[src/rtl/lights_scheduler.sv]
// Lights scheduler: arbitrates left/right/hazard requests and drives one
// Lights block. For each grant it holds the block in reset for one CLEAR
// cycle, then drives L/R for BLINK_CYCLES RUN cycles.
// Optional feature macro: LIGHTS_SCHED_PREEMPT_EN lets a hazard request
// preempt a running left/right grant.
module lights_scheduler #(
  parameter int unsigned BLINK_CYCLES = 8
) (
  input  logic       Clk_i,
  input  logic       Rst_i,
  input  logic       ReqLeft_i,
  input  logic       ReqRight_i,
  input  logic       ReqHazard_i,
  input  logic       Cancel_i,
  output logic       L_o,
  output logic       R_o,
  output logic       LightsRst_o,
  output logic [1:0] Grant_o,
  output logic       Busy_o,
  output logic       Done_o
);

  typedef enum logic [1:0] {
    IDLE  = 2'd0,
    CLEAR = 2'd1,
    RUN   = 2'd2
  } state_t;

  localparam logic [1:0] GrantNone   = 2'b00;
  localparam logic [1:0] GrantLeft   = 2'b01;
  localparam logic [1:0] GrantRight  = 2'b10;
  localparam logic [1:0] GrantHazard = 2'b11;
  localparam logic [7:0] BlinkLoad   = BLINK_CYCLES[7:0];

  state_t     state_q, state_d;
  logic [1:0] grant_q, grant_d;
  logic [7:0] count_q, count_d;
  logic       ptrRight_q, ptrRight_d;
  logic       lOut_q, lOut_d;
  logic       rOut_q, rOut_d;
  logic       lightsRst_q, lightsRst_d;
  logic       busy_q, busy_d;
  logic       done_q, done_d;
  logic [1:0] arbGrant;

  // Fixed-priority hazard, round-robin between left and right.
  // ptrRight_q set means right wins a tie.
  always_comb begin
    arbGrant = GrantNone;
    if (ReqHazard_i) begin
      arbGrant = GrantHazard;
    end else if (ReqLeft_i && ReqRight_i) begin
      arbGrant = ptrRight_q ? GrantRight : GrantLeft;
    end else if (ReqLeft_i) begin
      arbGrant = GrantLeft;
    end else if (ReqRight_i) begin
      arbGrant = GrantRight;
    end
  end

  // Next state, grant, counter, pointer and the next value of every output
  // register; outputs are derived from where the machine is going.
  always_comb begin
    state_d    = state_q;
    grant_d    = grant_q;
    count_d    = count_q;
    ptrRight_d = ptrRight_q;
    done_d     = 1'b0;

    case (state_q)
      IDLE: begin
        grant_d = GrantNone;
        if (!Cancel_i && (arbGrant != GrantNone)) begin
          state_d = CLEAR;
          grant_d = arbGrant;
          count_d = BlinkLoad;
          if (arbGrant == GrantLeft) begin
            ptrRight_d = 1'b1;
          end else if (arbGrant == GrantRight) begin
            ptrRight_d = 1'b0;
          end
        end
      end

      CLEAR: begin
        if (Cancel_i) begin
          state_d = IDLE;
          grant_d = GrantNone;
          count_d = 8'd0;
        end
`ifdef LIGHTS_SCHED_PREEMPT_EN
        else if (ReqHazard_i && (grant_q != GrantHazard)) begin
          state_d = CLEAR;
          grant_d = GrantHazard;
          count_d = BlinkLoad;
        end
`endif
        else begin
          state_d = RUN;
        end
      end

      RUN: begin
        if (Cancel_i) begin
          state_d = IDLE;
          grant_d = GrantNone;
          count_d = 8'd0;
        end
`ifdef LIGHTS_SCHED_PREEMPT_EN
        else if (ReqHazard_i && (grant_q != GrantHazard)) begin
          state_d = CLEAR;
          grant_d = GrantHazard;
          count_d = BlinkLoad;
        end
`endif
        else if (count_q <= 8'd1) begin
          state_d = IDLE;
          grant_d = GrantNone;
          count_d = 8'd0;
          done_d  = 1'b1;
        end else begin
          count_d = count_q - 8'd1;
        end
      end

      default: begin
        state_d = IDLE;
        grant_d = GrantNone;
        count_d = 8'd0;
      end
    endcase

    lOut_d      = (state_d == RUN) && grant_d[0];
    rOut_d      = (state_d == RUN) && grant_d[1];
    lightsRst_d = (state_d != RUN);
    busy_d      = (state_d != IDLE);
  end

  // State and output registers with synchronous reset.
  always_ff @(posedge Clk_i) begin
    if (Rst_i) begin
      state_q     <= IDLE;
      grant_q     <= GrantNone;
      count_q     <= 8'd0;
      ptrRight_q  <= 1'b0;
      lOut_q      <= 1'b0;
      rOut_q      <= 1'b0;
      lightsRst_q <= 1'b1;
      busy_q      <= 1'b0;
      done_q      <= 1'b0;
    end else begin
      state_q     <= state_d;
      grant_q     <= grant_d;
      count_q     <= count_d;
      ptrRight_q  <= ptrRight_d;
      lOut_q      <= lOut_d;
      rOut_q      <= rOut_d;
      lightsRst_q <= lightsRst_d;
      busy_q      <= busy_d;
      done_q      <= done_d;
    end
  end

  assign L_o         = lOut_q;
  assign R_o         = rOut_q;
  assign LightsRst_o = lightsRst_q;
  assign Grant_o     = grant_q;
  assign Busy_o      = busy_q;
  assign Done_o      = done_q;

endmodule

[config.mk]
export PLATFORM = sky130hd
export DESIGN_NAME = lights_scheduler
export DESIGN_NICKNAME = d
export VERILOG_FILES = /design/src/rtl/lights_scheduler.sv
export SDC_FILE = /design/constraint.sdc
export NUM_CORES = 1
export LEC_CHECK = 0
export ABC_CLOCK_PERIOD_IN_PS = 4400
export BUFFER_PORTS_ARGS = -buffer_cell sky130_fd_sc_hd__buf_2
export CAP_MARGIN = 40
export CORE_MARGIN = 2
export CORE_UTILIZATION = 45
export DETAILED_ROUTE_END_ITERATION = 10
export GPL_ROUTABILITY_DRIVEN = 0
export PLACE_DENSITY = 0.63
export REMOVE_ABC_BUFFERS = 1
export SYNTH_ARGS = -nofsm -noshare
export SYNTH_HDL_FRONTEND = slang
export SYNTH_SLANG_ARGS = --single-unit
export TNS_END_PERCENT = 1
[constraint.sdc]
create_clock -name Clk_i -period 4.4 [get_ports Clk_i]
set_input_delay 0.66 -clock Clk_i [delete_from_list [all_inputs] [get_ports Clk_i]]
set_output_delay 0.66 -clock Clk_i [all_outputs]
set_load 0.01 [all_outputs]
==> metrics.txt <==
# TYPE chip_impl_metric gauge
chip_impl_metric{name="synthDominantCellAreaShare",unit=""} 0.388
chip_impl_metric{name="instance_count_of_the_mapped_netlist",unit=""} 108
chip_impl_metric{name="global_route_wire_length_before_repair",unit="mm"} 2.94
chip_impl_metric{name="critPathMaxFanout",unit=""} 5
chip_impl_info{name="run_status",value="finished clean"} 1
chip_impl_metric{name="die_w",unit="um"} 49.4
chip_impl_metric{name="ios",unit=""} 13
chip_impl_metric{name="finalCoreUtilization",unit=""} 0.526
chip_impl_info{name="setup.worst_path.end_class",value="flip-flop"} 1
chip_impl_metric{name="n_antenna_cell",unit=""} 0
chip_impl_metric{name="cellPowerDensity",unit="nW/um2"} 356
chip_impl_metric{name="first_pass_iters",unit=""} 4
chip_impl_metric{name="setup-tns-final",unit="ps"} 0
chip_impl_metric{name="finalHoldViolCount",unit=""} 0
chip_impl_metric{name="wl",unit="mm"} 1.70
chip_impl_metric{name="cts-root-to-sink-buffers",unit=""} 2
chip_impl_metric{name="worstPathArrival",unit="ps"} 2190
chip_impl_metric{name="io_buffers",unit=""} 12
chip_impl_metric{name="dieArea",unit="um2"} 2440
chip_impl_metric{name="synth_area",unit="um2"} 928
chip_impl_metric{name="timing_max_transition_violations_final",unit=""} 0
chip_impl_metric{name="setup_viol",unit=""} 0
chip_impl_metric{name="synth_seq_area_share",unit=""} 0.388
chip_impl_metric{name="die-height",unit="um"} 49.4
chip_impl_info{name="clockRootBuffer",value="sky130_fd_sc_hd__clkbuf_4"} 1
chip_impl_metric{name="fill_cell_count",unit=""} 214
chip_impl_metric{name="flow.area_growth_from_synthesis",unit="%"} 11.2
chip_impl_metric{name="net_count_reported_at_finish",unit=""} 131
chip_impl_metric{name="detail-route-antenna-nets",unit=""} 0
chip_impl_info{name="synth_ff_type",value="sky130_fd_sc_hd__dfxtp_1"} 1
chip_impl_metric{name="cts_max_level",unit=""} 1
chip_impl_metric{name="grt-ovfl-total",unit=""} 0
chip_impl_metric{name="worst_pin_slew",unit="ps"} 587
chip_impl_metric{name="drt-wirelength-per-cell",unit="um"} 11.6
chip_impl_info{name="synth_top_cells_by_area",value="sky130_fd_sc_hd__dfxtp_1 (39%), sky130_fd_sc_hd__ha_1 (5.4%), sky130_fd_sc_hd__inv_1 (4.9%), sky130_fd_sc_hd__a21oi_1 (4.3%), sky130_fd_sc_hd__nand2_1 (4.0%)"} 1
chip_impl_info{name="timing.critical_path.from_type",value="flip-flop"} 1
chip_impl_metric{name="remaining_drc_errors",unit=""} 0
chip_impl_metric{name="vdd.ir_drop.worst",unit="V"} 0.000150
chip_impl_metric{name="p_leak",unit="uW"} 0.000404
chip_impl_metric{name="gr-usage-all-layers",unit=""} 0.154
chip_impl_info{name="cts_tree",value="done"} 1
chip_impl_metric{name="grt_max_degree",unit=""} 12
chip_impl_metric{name="row_count",unit=""} 16
chip_impl_metric{name="initial_antenna_violation_count",unit=""} 0
chip_impl_metric{name="worst-endpoint-required",unit="ps"} 4630
chip_impl_metric{name="post-route-min-period",unit="ps"} 1960
chip_impl_metric{name="dp_hpwl",unit="mm"} 1.27
chip_impl_metric{name="clock_latency",unit="ps"} 290
chip_impl_metric{name="postSynth.asyncResetShare",unit=""} 0
chip_impl_metric{name="clock-sinks",unit=""} 18
chip_impl_metric{name="cts_post_setup_buffers_inserted",unit=""} 0
chip_impl_metric{name="floorplan.initialDensity",unit=""} 0.473
chip_impl_metric{name="first_global_vias",unit=""} 646
chip_impl_info{name="unrepaired_setup_endpoints_after_global_routing",value="false"} 1
chip_impl_metric{name="max_freq",unit="MHz"} 511
chip_impl_metric{name="postSynthRegisterBits",unit=""} 18
chip_impl_metric{name="number_of_enable_type_register_cells_in_the_synthesized_netlist",unit=""} 0
chip_impl_metric{name="hold_ws",unit="ps"} 482
chip_impl_metric{name="maxCapViolCount",unit=""} 0
chip_impl_metric{name="final_worst_path_period_share",unit=""} 0.445
chip_impl_metric{name="ctsHoldBuffers",unit=""} 0
chip_impl_metric{name="layout-drive-gt1-share",unit=""} 0.192
chip_impl_metric{name="finClkSkew",unit="ps"} 1.60
chip_impl_info{name="synth.most_common_cell",value="sky130_fd_sc_hd__dfxtp_1"} 1
chip_impl_metric{name="post_drt_via_cell_ratio",unit=""} 5.16
chip_impl_metric{name="netlist-cell-type-count",unit=""} 38
chip_impl_metric{name="drt_iter0_drc",unit=""} 13
chip_impl_metric{name="cts_buffers",unit=""} 3
chip_impl_metric{name="worst_slew_margin",unit=""} 0.608
chip_impl_metric{name="core",unit="um2"} 1960
chip_impl_info{name="worst_hold_path_type",value="reg2reg"} 1
chip_impl_metric{name="synth.yosys.warnings",unit=""} 0
chip_impl_info{name="synth_top_area_cell",value="sky130_fd_sc_hd__dfxtp_1"} 1
chip_impl_metric{name="cts_resized",unit=""} 0
chip_impl_info{name="synth_common_cells",value="sky130_fd_sc_hd__dfxtp_1 (18), sky130_fd_sc_hd__inv_1 (12), sky130_fd_sc_hd__nand2_1 (10), sky130_fd_sc_hd__nor2_1 (10), sky130_fd_sc_hd__a21oi_1 (8)"} 1
chip_impl_metric{name="postSynthAreaPerCell",unit="um2"} 8.60
chip_impl_metric{name="clk_transition_reported_paths",unit="ps"} 100
chip_impl_info{name="criticalPathCategory",value="reg2reg"} 1
chip_impl_metric{name="routed-via-count",unit=""} 759
[layer usage]
metal | track usage | vias to the layer above | share of wire
met5 | 0 | - | 0
met4 | 0.0417 | 0 | 0
met3 | 0.0368 | 0 | 0.040
met2 | 0.230 | 17 | 0.43
met1 | 0.220 | 339 | 0.53
li1 | - | 403 | -
[metrics by stage]
step	total power [uW]	instances	setup slack, ps	instance area, um2
2_1_floorplan	250	104	2450	902
3_3_place_gp	269	143	2170	996
5_1_grt	394	147	2260	1030
3_5_place_dp	270	143	2190	996
4_1_cts	373	147	2410	1030
6_report	367	147	2440	1030
[logic make-up (layout without fill, tap and decap cells)]
| family | after synthesis | count (layout) | synth area share |
|---|---|---|---|
| AND/OR/NAND/NOR | 38 | 38 | 0.232 |
| AO/OA/AOI/OAI | 31 | 31 | 0.239 |
| flip-flops | 18 | 18 | 0.388 |
| buffers and inverters | 16 | 28 | 0.0768 |
| adder cells (fa/ha/maj) | 4 | 4 | 0.0539 |
| multiplexers | 1 | 1 | 0.0108 |
[area by class of cell]
class	count	area (um2)	area share
Multi-Input combinational cell	74	497	0.481
Sequential cell	18	360	0.349
Timing Repair Buffer	12	60.1	0.0582
Inverter	12	45.0	0.0436
Clock buffer	4	36.3	0.0352
Tap cell	27	33.8	0.0327
[power by group]
part           total, uW  switching (uW)  internal, uW  leakage, uW
clock                100            49.6          50.4    0.0000210
combinational       80.2            46.3          33.8     0.000237
sequential           187            14.0           173     0.000146
[worst paths after layout]
kind | endpoint | startpoint | slack, ps | depth (start not counted)
setup / recovery | count_q[4]$_SDFFE_PP0P_ | count_q[0]$_SDFFE_PP0P_ | 2440 | 6
hold / removal | count_q[7]$_SDFFE_PP0P_ | count_q[7]$_SDFFE_PP0P_ | 480 | 2
setup reg to reg | count_q[4]$_SDFFE_PP0P_ | count_q[0]$_SDFFE_PP0P_ | 2440 | 6
hold reg to reg | count_q[7]$_SDFFE_PP0P_ | count_q[7]$_SDFFE_PP0P_ | 480 | 2
[worst max-delay path, cell delays in order (launching register included)]
cell	delay [ps]
sky130_fd_sc_hd__dfxtp_1	400
sky130_fd_sc_hd__inv_1	80
sky130_fd_sc_hd__ha_1	240
sky130_fd_sc_hd__or2_2	350
sky130_fd_sc_hd__a311oi_1	500
sky130_fd_sc_hd__o21ai_0	160
sky130_fd_sc_hd__a21oi_1	160
[flip-flops by register name, summed over array words and instances, names as in the netlist]
register     cells
ptrRight_q       1
Busy_o           1
count_q          8
Done_o           1
Grant_o          2
L_o              1
state_q          2
LightsRst_o      1
R_o              1
[cell usage in the layout (no fill, tap or decap), types with 2 or more instances in the layout]
cell type	Yosys	final
sky130_fd_sc_hd__dfxtp_1	18	18
sky130_fd_sc_hd__inv_1	12	12
sky130_fd_sc_hd__buf_2	1	12
sky130_fd_sc_hd__nand2_1	10	10
sky130_fd_sc_hd__nor2_1	10	10
sky130_fd_sc_hd__a21oi_1	8	8
sky130_fd_sc_hd__o21ai_0	5	5
sky130_fd_sc_hd__ha_1	4	4
sky130_fd_sc_hd__a31oi_1	3	3
sky130_fd_sc_hd__clkbuf_4	0	3
sky130_fd_sc_hd__nand2b_1	2	2
sky130_fd_sc_hd__o21a_1	2	2
sky130_fd_sc_hd__nor4_1	2	2
sky130_fd_sc_hd__o31a_1	2	2
sky130_fd_sc_hd__nor3_1	2	2
sky130_fd_sc_hd__a211oi_1	2	2
sky130_fd_sc_hd__and2_1	2	2
Note: power is estimated with default switching activity, not from simulation.
